## src/rtl/decode_queue.sv

```systemverilog
// RV32I decode stage feeding a DEPTH-entry record FIFO between fetch and dispatch.
// Optional feature macro: DECODER_ILLEGAL_CHECK_EN (queue illegal words flagged on out_illegal).
module decode_queue #(
   parameter int DEPTH = 4,
   parameter int CNT_W = $clog2(DEPTH) + 1
) (
   input  logic             clk,
   input  logic             rst,
   input  logic             rdy,
   input  logic             flush,
   input  logic             in_valid,
   output logic             in_ready,
   input  logic [31:0]      in_ins,
   input  logic [31:0]      in_pc,
   output logic             out_valid,
   input  logic             out_ready,
   output logic [5:0]       out_opcode,
   output logic [6:0]       out_ophead,
   output logic [4:0]       out_rs1,
   output logic [4:0]       out_rs2,
   output logic [4:0]       out_rd,
   output logic [31:0]      out_imm,
   output logic [31:0]      out_pc,
`ifdef DECODER_ILLEGAL_CHECK_EN
   output logic             out_illegal,
`endif
   output logic [CNT_W-1:0] count
);

   localparam int PTR_W = $clog2(DEPTH);

   // Internal opcode encoding; 0 is reserved for "no operation / illegal".
   localparam logic [5:0] OP_LUI   = 6'd1,  OP_AUIPC = 6'd2,  OP_JAL   = 6'd3,  OP_JALR  = 6'd4;
   localparam logic [5:0] OP_BEQ   = 6'd5,  OP_BNE   = 6'd6,  OP_BLT   = 6'd7,  OP_BGE   = 6'd8;
   localparam logic [5:0] OP_BLTU  = 6'd9,  OP_BGEU  = 6'd10, OP_LB    = 6'd11, OP_LH    = 6'd12;
   localparam logic [5:0] OP_LW    = 6'd13, OP_LBU   = 6'd14, OP_LHU   = 6'd15, OP_SB    = 6'd16;
   localparam logic [5:0] OP_SH    = 6'd17, OP_SW    = 6'd18, OP_ADDI  = 6'd19, OP_SLTI  = 6'd20;
   localparam logic [5:0] OP_SLTIU = 6'd21, OP_XORI  = 6'd22, OP_ORI   = 6'd23, OP_ANDI  = 6'd24;
   localparam logic [5:0] OP_SLLI  = 6'd25, OP_SRLI  = 6'd26, OP_SRAI  = 6'd27, OP_ADD   = 6'd28;
   localparam logic [5:0] OP_SUB   = 6'd29, OP_SLL   = 6'd30, OP_SLT   = 6'd31, OP_SLTU  = 6'd32;
   localparam logic [5:0] OP_XOR   = 6'd33, OP_SRL   = 6'd34, OP_SRA   = 6'd35, OP_OR    = 6'd36;
   localparam logic [5:0] OP_AND   = 6'd37;

   typedef struct packed {
      logic [5:0]  opcode;
      logic [6:0]  ophead;
      logic [4:0]  rs1;
      logic [4:0]  rs2;
      logic [4:0]  rd;
      logic [31:0] imm;
      logic [31:0] pc;
`ifdef DECODER_ILLEGAL_CHECK_EN
      logic        illegal;
`endif
   } rec_t;

   rec_t             r_mem [DEPTH];
   logic [PTR_W-1:0] r_wrPtr;
   logic [PTR_W-1:0] r_rdPtr;
   logic [CNT_W-1:0] r_count;

   logic [6:0]  w_major;
   logic [2:0]  w_funct3;
   logic [6:0]  w_funct7;
   logic [31:0] w_immI, w_immSh, w_immS, w_immB, w_immU, w_immJ;
   logic [5:0]  w_opcode;
   logic [31:0] w_imm;
   logic        w_bad;
   rec_t        w_rec;
   rec_t        w_head;
   logic        w_enq, w_deq, w_push;

   assign w_major  = in_ins[6:0];
   assign w_funct3 = in_ins[14:12];
   assign w_funct7 = in_ins[31:25];
   assign w_immI   = {{20{in_ins[31]}}, in_ins[31:20]};
   assign w_immSh  = {27'b0, in_ins[24:20]};
   assign w_immS   = {{20{in_ins[31]}}, in_ins[31:25], in_ins[11:7]};
   assign w_immB   = {{19{in_ins[31]}}, in_ins[31], in_ins[7], in_ins[30:25], in_ins[11:8], 1'b0};
   assign w_immU   = {in_ins[31:12], 12'b0};
   assign w_immJ   = {{11{in_ins[31]}}, in_ins[31], in_ins[19:12], in_ins[20], in_ins[30:21], 1'b0};

   // Major opcode selects format; funct3/funct7 pick the operation, anything reserved is bad.
   always_comb begin
      w_opcode = 6'd0;
      w_imm    = 32'd0;
      w_bad    = 1'b0;
      unique case (w_major)
         7'b0110111: begin w_opcode = OP_LUI;   w_imm = w_immU; end
         7'b0010111: begin w_opcode = OP_AUIPC; w_imm = w_immU; end
         7'b1101111: begin w_opcode = OP_JAL;   w_imm = w_immJ; end
         7'b1100111: begin
            w_opcode = OP_JALR;
            w_imm    = w_immI;
            w_bad    = (w_funct3 != 3'b000);
         end
         7'b1100011: begin
            w_imm = w_immB;
            case (w_funct3)
               3'b000:  w_opcode = OP_BEQ;
               3'b001:  w_opcode = OP_BNE;
               3'b100:  w_opcode = OP_BLT;
               3'b101:  w_opcode = OP_BGE;
               3'b110:  w_opcode = OP_BLTU;
               3'b111:  w_opcode = OP_BGEU;
               default: w_bad = 1'b1;
            endcase
         end
         7'b0000011: begin
            w_imm = w_immI;
            case (w_funct3)
               3'b000:  w_opcode = OP_LB;
               3'b001:  w_opcode = OP_LH;
               3'b010:  w_opcode = OP_LW;
               3'b100:  w_opcode = OP_LBU;
               3'b101:  w_opcode = OP_LHU;
               default: w_bad = 1'b1;
            endcase
         end
         7'b0100011: begin
            w_imm = w_immS;
            case (w_funct3)
               3'b000:  w_opcode = OP_SB;
               3'b001:  w_opcode = OP_SH;
               3'b010:  w_opcode = OP_SW;
               default: w_bad = 1'b1;
            endcase
         end
         7'b0010011: begin
            w_imm = w_immI;
            case (w_funct3)
               3'b000: w_opcode = OP_ADDI;
               3'b010: w_opcode = OP_SLTI;
               3'b011: w_opcode = OP_SLTIU;
               3'b100: w_opcode = OP_XORI;
               3'b110: w_opcode = OP_ORI;
               3'b111: w_opcode = OP_ANDI;
               3'b001: begin
                  w_imm    = w_immSh;
                  w_opcode = OP_SLLI;
                  w_bad    = (w_funct7 != 7'b0000000);
               end
               default: begin
                  w_imm = w_immSh;
                  if (w_funct7 == 7'b0000000)      w_opcode = OP_SRLI;
                  else if (w_funct7 == 7'b0100000) w_opcode = OP_SRAI;
                  else                             w_bad    = 1'b1;
               end
            endcase
         end
         7'b0110011: begin
            if (w_funct7 == 7'b0000000) begin
               case (w_funct3)
                  3'b000:  w_opcode = OP_ADD;
                  3'b001:  w_opcode = OP_SLL;
                  3'b010:  w_opcode = OP_SLT;
                  3'b011:  w_opcode = OP_SLTU;
                  3'b100:  w_opcode = OP_XOR;
                  3'b101:  w_opcode = OP_SRL;
                  3'b110:  w_opcode = OP_OR;
                  default: w_opcode = OP_AND;
               endcase
            end else if (w_funct7 == 7'b0100000 && w_funct3 == 3'b000) begin
               w_opcode = OP_SUB;
            end else if (w_funct7 == 7'b0100000 && w_funct3 == 3'b101) begin
               w_opcode = OP_SRA;
            end else begin
               w_bad = 1'b1;
            end
         end
         default: w_bad = 1'b1;
      endcase
      if (w_bad) begin
         w_opcode = 6'd0;
         w_imm    = 32'd0;
      end
   end

   always_comb begin
      w_rec        = '0;
      w_rec.opcode = w_opcode;
      w_rec.ophead = in_ins[6:0];
      w_rec.rs1    = in_ins[19:15];
      w_rec.rs2    = in_ins[24:20];
      w_rec.rd     = in_ins[11:7];
      w_rec.imm    = w_imm;
      w_rec.pc     = in_pc;
`ifdef DECODER_ILLEGAL_CHECK_EN
      w_rec.illegal = w_bad;
`endif
   end

   assign in_ready  = (r_count != CNT_W'(DEPTH));
   assign out_valid = (r_count != '0);
   assign count     = r_count;
   assign w_enq     = in_valid && in_ready;
   assign w_deq     = out_valid && out_ready;
`ifdef DECODER_ILLEGAL_CHECK_EN
   assign w_push    = w_enq;
`else
   // Illegal words complete the handshake but are silently dropped.
   assign w_push    = w_enq && !w_bad;
`endif

   always_ff @(posedge clk) begin
      if (rst) begin
         r_wrPtr <= '0;
         r_rdPtr <= '0;
         r_count <= '0;
      end else if (rdy) begin
         if (flush) begin
            r_wrPtr <= '0;
            r_rdPtr <= '0;
            r_count <= '0;
         end else begin
            if (w_push) r_wrPtr <= r_wrPtr + PTR_W'(1);
            if (w_deq)  r_rdPtr <= r_rdPtr + PTR_W'(1);
            case ({w_push, w_deq})
               2'b10:   r_count <= r_count + CNT_W'(1);
               2'b01:   r_count <= r_count - CNT_W'(1);
               default: r_count <= r_count;
            endcase
         end
      end
   end

   always_ff @(posedge clk) begin
      if (!rst && rdy && !flush && w_push) r_mem[r_wrPtr] <= w_rec;
   end

   assign w_head = r_mem[r_rdPtr];

   // Payload is forced to zero whenever no head record is valid.
   always_comb begin
      out_opcode = '0;
      out_ophead = '0;
      out_rs1    = '0;
      out_rs2    = '0;
      out_rd     = '0;
      out_imm    = '0;
      out_pc     = '0;
`ifdef DECODER_ILLEGAL_CHECK_EN
      out_illegal = 1'b0;
`endif
      if (out_valid) begin
         out_opcode = w_head.opcode;
         out_ophead = w_head.ophead;
         out_rs1    = w_head.rs1;
         out_rs2    = w_head.rs2;
         out_rd     = w_head.rd;
         out_imm    = w_head.imm;
         out_pc     = w_head.pc;
`ifdef DECODER_ILLEGAL_CHECK_EN
         out_illegal = w_head.illegal;
`endif
      end
   end

endmodule

```

## config.mk

```make
export PLATFORM = sky130hd
export DESIGN_NAME = decode_queue
export DESIGN_NICKNAME = d
export VERILOG_FILES = /design/src/rtl/decode_queue.sv
export SDC_FILE = /design/constraint.sdc
export NUM_CORES = 1
export LEC_CHECK = 0
export BUFFER_PORTS_ARGS = -buffer_cell sky130_fd_sc_hd__buf_4
export CORE_UTILIZATION = 63
export DETAILED_ROUTE_END_ITERATION = 10
export PLACE_DENSITY = 0.91
export REMOVE_ABC_BUFFERS = 1
export SLEW_MARGIN = 20
export SYNTH_ARGS = -nofsm -noshare
export SYNTH_HDL_FRONTEND = slang
export SYNTH_SLANG_ARGS = --single-unit
```

## constraint.sdc

```tcl
create_clock -name clk -period 38.3 [get_ports clk]
set_clock_uncertainty 0.15 [all_clocks]
set_input_delay 7.66 -clock clk [delete_from_list [all_inputs] [get_ports clk]]
set_output_delay 7.66 -clock clk [all_outputs]
set_load 0.05 [all_outputs]
```

==> impl_results.md <==
- Run status: complete, no violations
- Layout cell share with drive strength beyond 1: 0.330
- Number of buffers inserted by post-CTS setup repair: 0
- Power Density: ~49 nW/µm²
- Y dimension of the die: 159 µm
- Worst R2R Start: count[0]
- Post-synthesis instance total: about 850
- Synthesized-area fraction occupied by ao, oa, aoi and oai cells: 0.0435
- Register area share after synthesis: 0.719
- EDFF count, synth: approximately 370
- Starting DRT DRC Count: roughly 1,200
- Post-synthesis sequential element count: between 300 and 400
- Synthesis-to-finish area growth: 17.2%
- Critical path type: reg2out
- Most numerous cell in the Yosys netlist: edfxtp_1
- Total count of max-transition violations in the final report: 0
- Number of iterations in the first detailed-routing pass: 5
- Clk Latency, worst-skew pair: 510 ps
- # DRC: 0
- Adder-Cell Fraction of Synth Area: 0.00513
- Class of the worst hold path: reg2reg
- Length of routed wiring on met1: around 14,000 µm
- Top cell type's share of synthesized area: 0.708
- Number of vias per cell: 6.66
- Cells resized by post-CTS repair: 0
- Clock-pin slew on the worst setup and hold paths: roughly 60 ps
- Antenna violations before repair: 0
- CP dominant cell by count: buf_4
- Final worst hold slack: about 400 ps
- Setup TNS: 0 ps
- Global-route wire length before repair: approximately 56,000 µm
- Syn avg cell area: 18.4 µm²
- Worst reg-to-reg setup slack: 35,000 ps
- Reg-to-reg endpoint: r_mem[3][74]
- Filler cell count in the final layout: 1,262
- Clock Sink Count: 377
- Top area cells in the synthesized netlist: edfxtp_1 71%, mux4_2 13%, and2_1 3.9%
- Horiz. Die Dim: 159 µm
- # H-tree levels: 2
- Hold Crit Start: r_rdPtr[0]
- Number of placed cells counting well taps: 1,306
- Data required time of the critical path: 30,490 ps
- Number of CTS-inserted buffers: 35
- Biggest area consumer among synthesized cells: edfxtp_1
- Aggregate global routing overflow: 0
- Max clock buf depth: 3
- Path depth of the worst reg2reg path: 6
- Pin count of the biggest net entering global routing: 96
- Maximum fanout along the worst path: 40
- Clock period minus worst slack: 10,900 ps
- Switching power: 224 µW
- Total inserted antenna cells: 0
- Post-synth top cells: 368 x edfxtp_1, 98 x and2_1, 92 x mux4_2, 29 x nor2_1, 27 x nand2_1
- Fraction of power spent switching nets: 0.250
- Startpoint type of the worst setup path: flop
- Row cnt: 57
- Final standard cell count with taps included and fillers excluded: around 1,400
- CTS tree: built
- Ports: 167
- Standard cell with the maximum stage delay on the critical path: buf_4
- Worst hold stages: 2
- All-layer global routing usage: 0.300
- Proportion of register bits with asynchronous set or reset after synthesis: 0
- Max-cap violations: 0
- Peak clock frequency supported by timing: 91.7 MHz
- Post-detailed-placement half-perimeter wirelength: around 21,000 µm
- Post-synth top flop: edfxtp_1
- Global placement routability congestion: 0.895
- Share of cell area taken by muxes after synthesis: 0.135
- Worst rel slew slack: 0.287
- Mapped Area: roughly 16,000 µm²
- Total internal power: 674 µW
- Final hold vios: 0
- Logic gate share of total power: 0.124
- Area enclosed by the die boundary: 25,400 µm²
- Share of synthesized cell area in and, or, nand and nor gates: 0.0808
- Total number of vias: 9,097
- Static Leak: 6.24 nW
- # port buffers: 166
- Highest routed metal layer: met4
- CP Cell Sequence: buf_4, mux4_2, and2_1, buf_4
- Portion of total power attributed to the clock network: 0.373
- Count of cell types in the netlist: 68
- Maximum single-stage delay on the critical path: 750 ps
- Met2 routed wirelength: 19,400 µm
- Main combinational cell family by area after synthesis: multiplexers
- Core box area: around 24,000 µm²
- Total setup violations reported at the end of the flow: 0
- Buffer type at the clock tree root: clkbuf_16
- Count of synthesis-stage warnings from yosys: 0
- Worst Tran Pin Value: 1070 ps
- Type of destination of the critical path: primary output
- CP Data Arrival Time: 3090 ps
- Part of the total power dissipated in sequential elements: 0.503
- Met3 wire length: 3390 µm
- Final core utilization: 0.752
- Peak supply drop: roughly 0.031 mV
- RSZ-0062 raised after global routing: no
- Net count of the finished layout: between 1,000 and 1,500
- Post-route ant nets: 0
- Share of the synthesized netlist area taken by xor and xnor gates: 0.000561
- Number of global-route vias before repair: 9,022
- Share of the cycle needed by the critical path after routing: 0.285
- Effective utilization at floorplan: 0.642
- Routed wire length: 37,600 µm
- Number of buffers inserted by hold repair at cts: 0
- DR WL/cell: approximately 28 µm
==> registers in the layout (all words and copies together), names as in the netlist, named ones only <==
signal,count
r_rdPtr,2
count,3
r_wrPtr,2
r_mem,368
==> placed cells by master, fill, tap and decap left out, types with 11 or more instances in the layout <==
master,Yosys,routed
edfxtp_1,368,368
buf_4,1,177
and2_1,98,98
mux4_2,92,92
clkbuf_16,0,35
nor2_1,29,29
nand2_1,27,27
a21oi_1,20,20
inv_1,15,15
nand2b_1,13,13
a21o_1,11,11
==> logic make-up after synthesis <==
group	after synthesis
compound gates	92
xor+xnor	1
fa+ha+maj	6
buf+inv	59
flops	377
mux	96
simple gates	218
==> layout make-up <==
| type | count | area [µm²] | share of cell area |
|---|---|---|---|
| multi-input cells | 413 | 4170 | 0.228 |
| clock inverters | 17 | 165 | 0.00903 |
| inverters | 15 | 56.3 | 0.00308 |
| repair buffers | 178 | 1350 | 0.0737 |
| clock buffers | 42 | 912 | 0.0498 |
| flip-flops and latches | 377 | 11200 | 0.614 |
| well taps | 324 | 405 | 0.0222 |
==> through the flow <==
| step | cell area, µm² | power (mW) | setup slack [ps] |
|---|---|---|---|
| 2_1_floorplan | 15400 | 0.529 | 19390 |
| 3_3_place_gp | 17200 | 0.568 | 27360 |
| 3_5_place_dp | 17200 | 0.570 | 27320 |
| 4_1_cts | 18300 | 0.900 | 26880 |
| 5_1_grt | 18300 | 0.917 | 27190 |
| 6_report | 18300 | 0.898 | 27400 |
==> worst max-delay path: cells and delay by family, from the launching register on <==
family | cells | cell delay [ps]
buffers and inverters | 2 | 940
multiplexers | 1 | 660
AND/OR/NAND/NOR | 1 | 200
flip-flops | 1 | 710
==> how the worst max path moves through the flow <==
stage                          to  slack, ps  cells after the start
floorplan             r_mem[2][0]      19390                      5
global route        out_opcode[5]      27190                      4
finish              out_opcode[3]      27400                      4
CTS                 out_opcode[3]      26880                      4
global placement     r_mem[3][44]      27360                      8
detailed placement   r_mem[2][44]      27320                      8
==> power by group through the flow <==
stage	Sequential, mW	Clock (mW)	Combinational, mW
after detailed placement	0.461	0	0.109
after global placement	0.461	0	0.107
after global routing	0.451	0.351	0.115
after floorplan	0.462	0	0.0676
after CTS	0.452	0.338	0.111
final	0.451	0.335	0.111
==> metal layers <==
metal,global-route usage,vias to the layer above
met3,0.0427,86
met4,0.0892,0
li1,-,3744
met2,0.510,647
met5,0,-
met1,0.411,4620
Note: power is estimated with default switching activity, not from simulation.
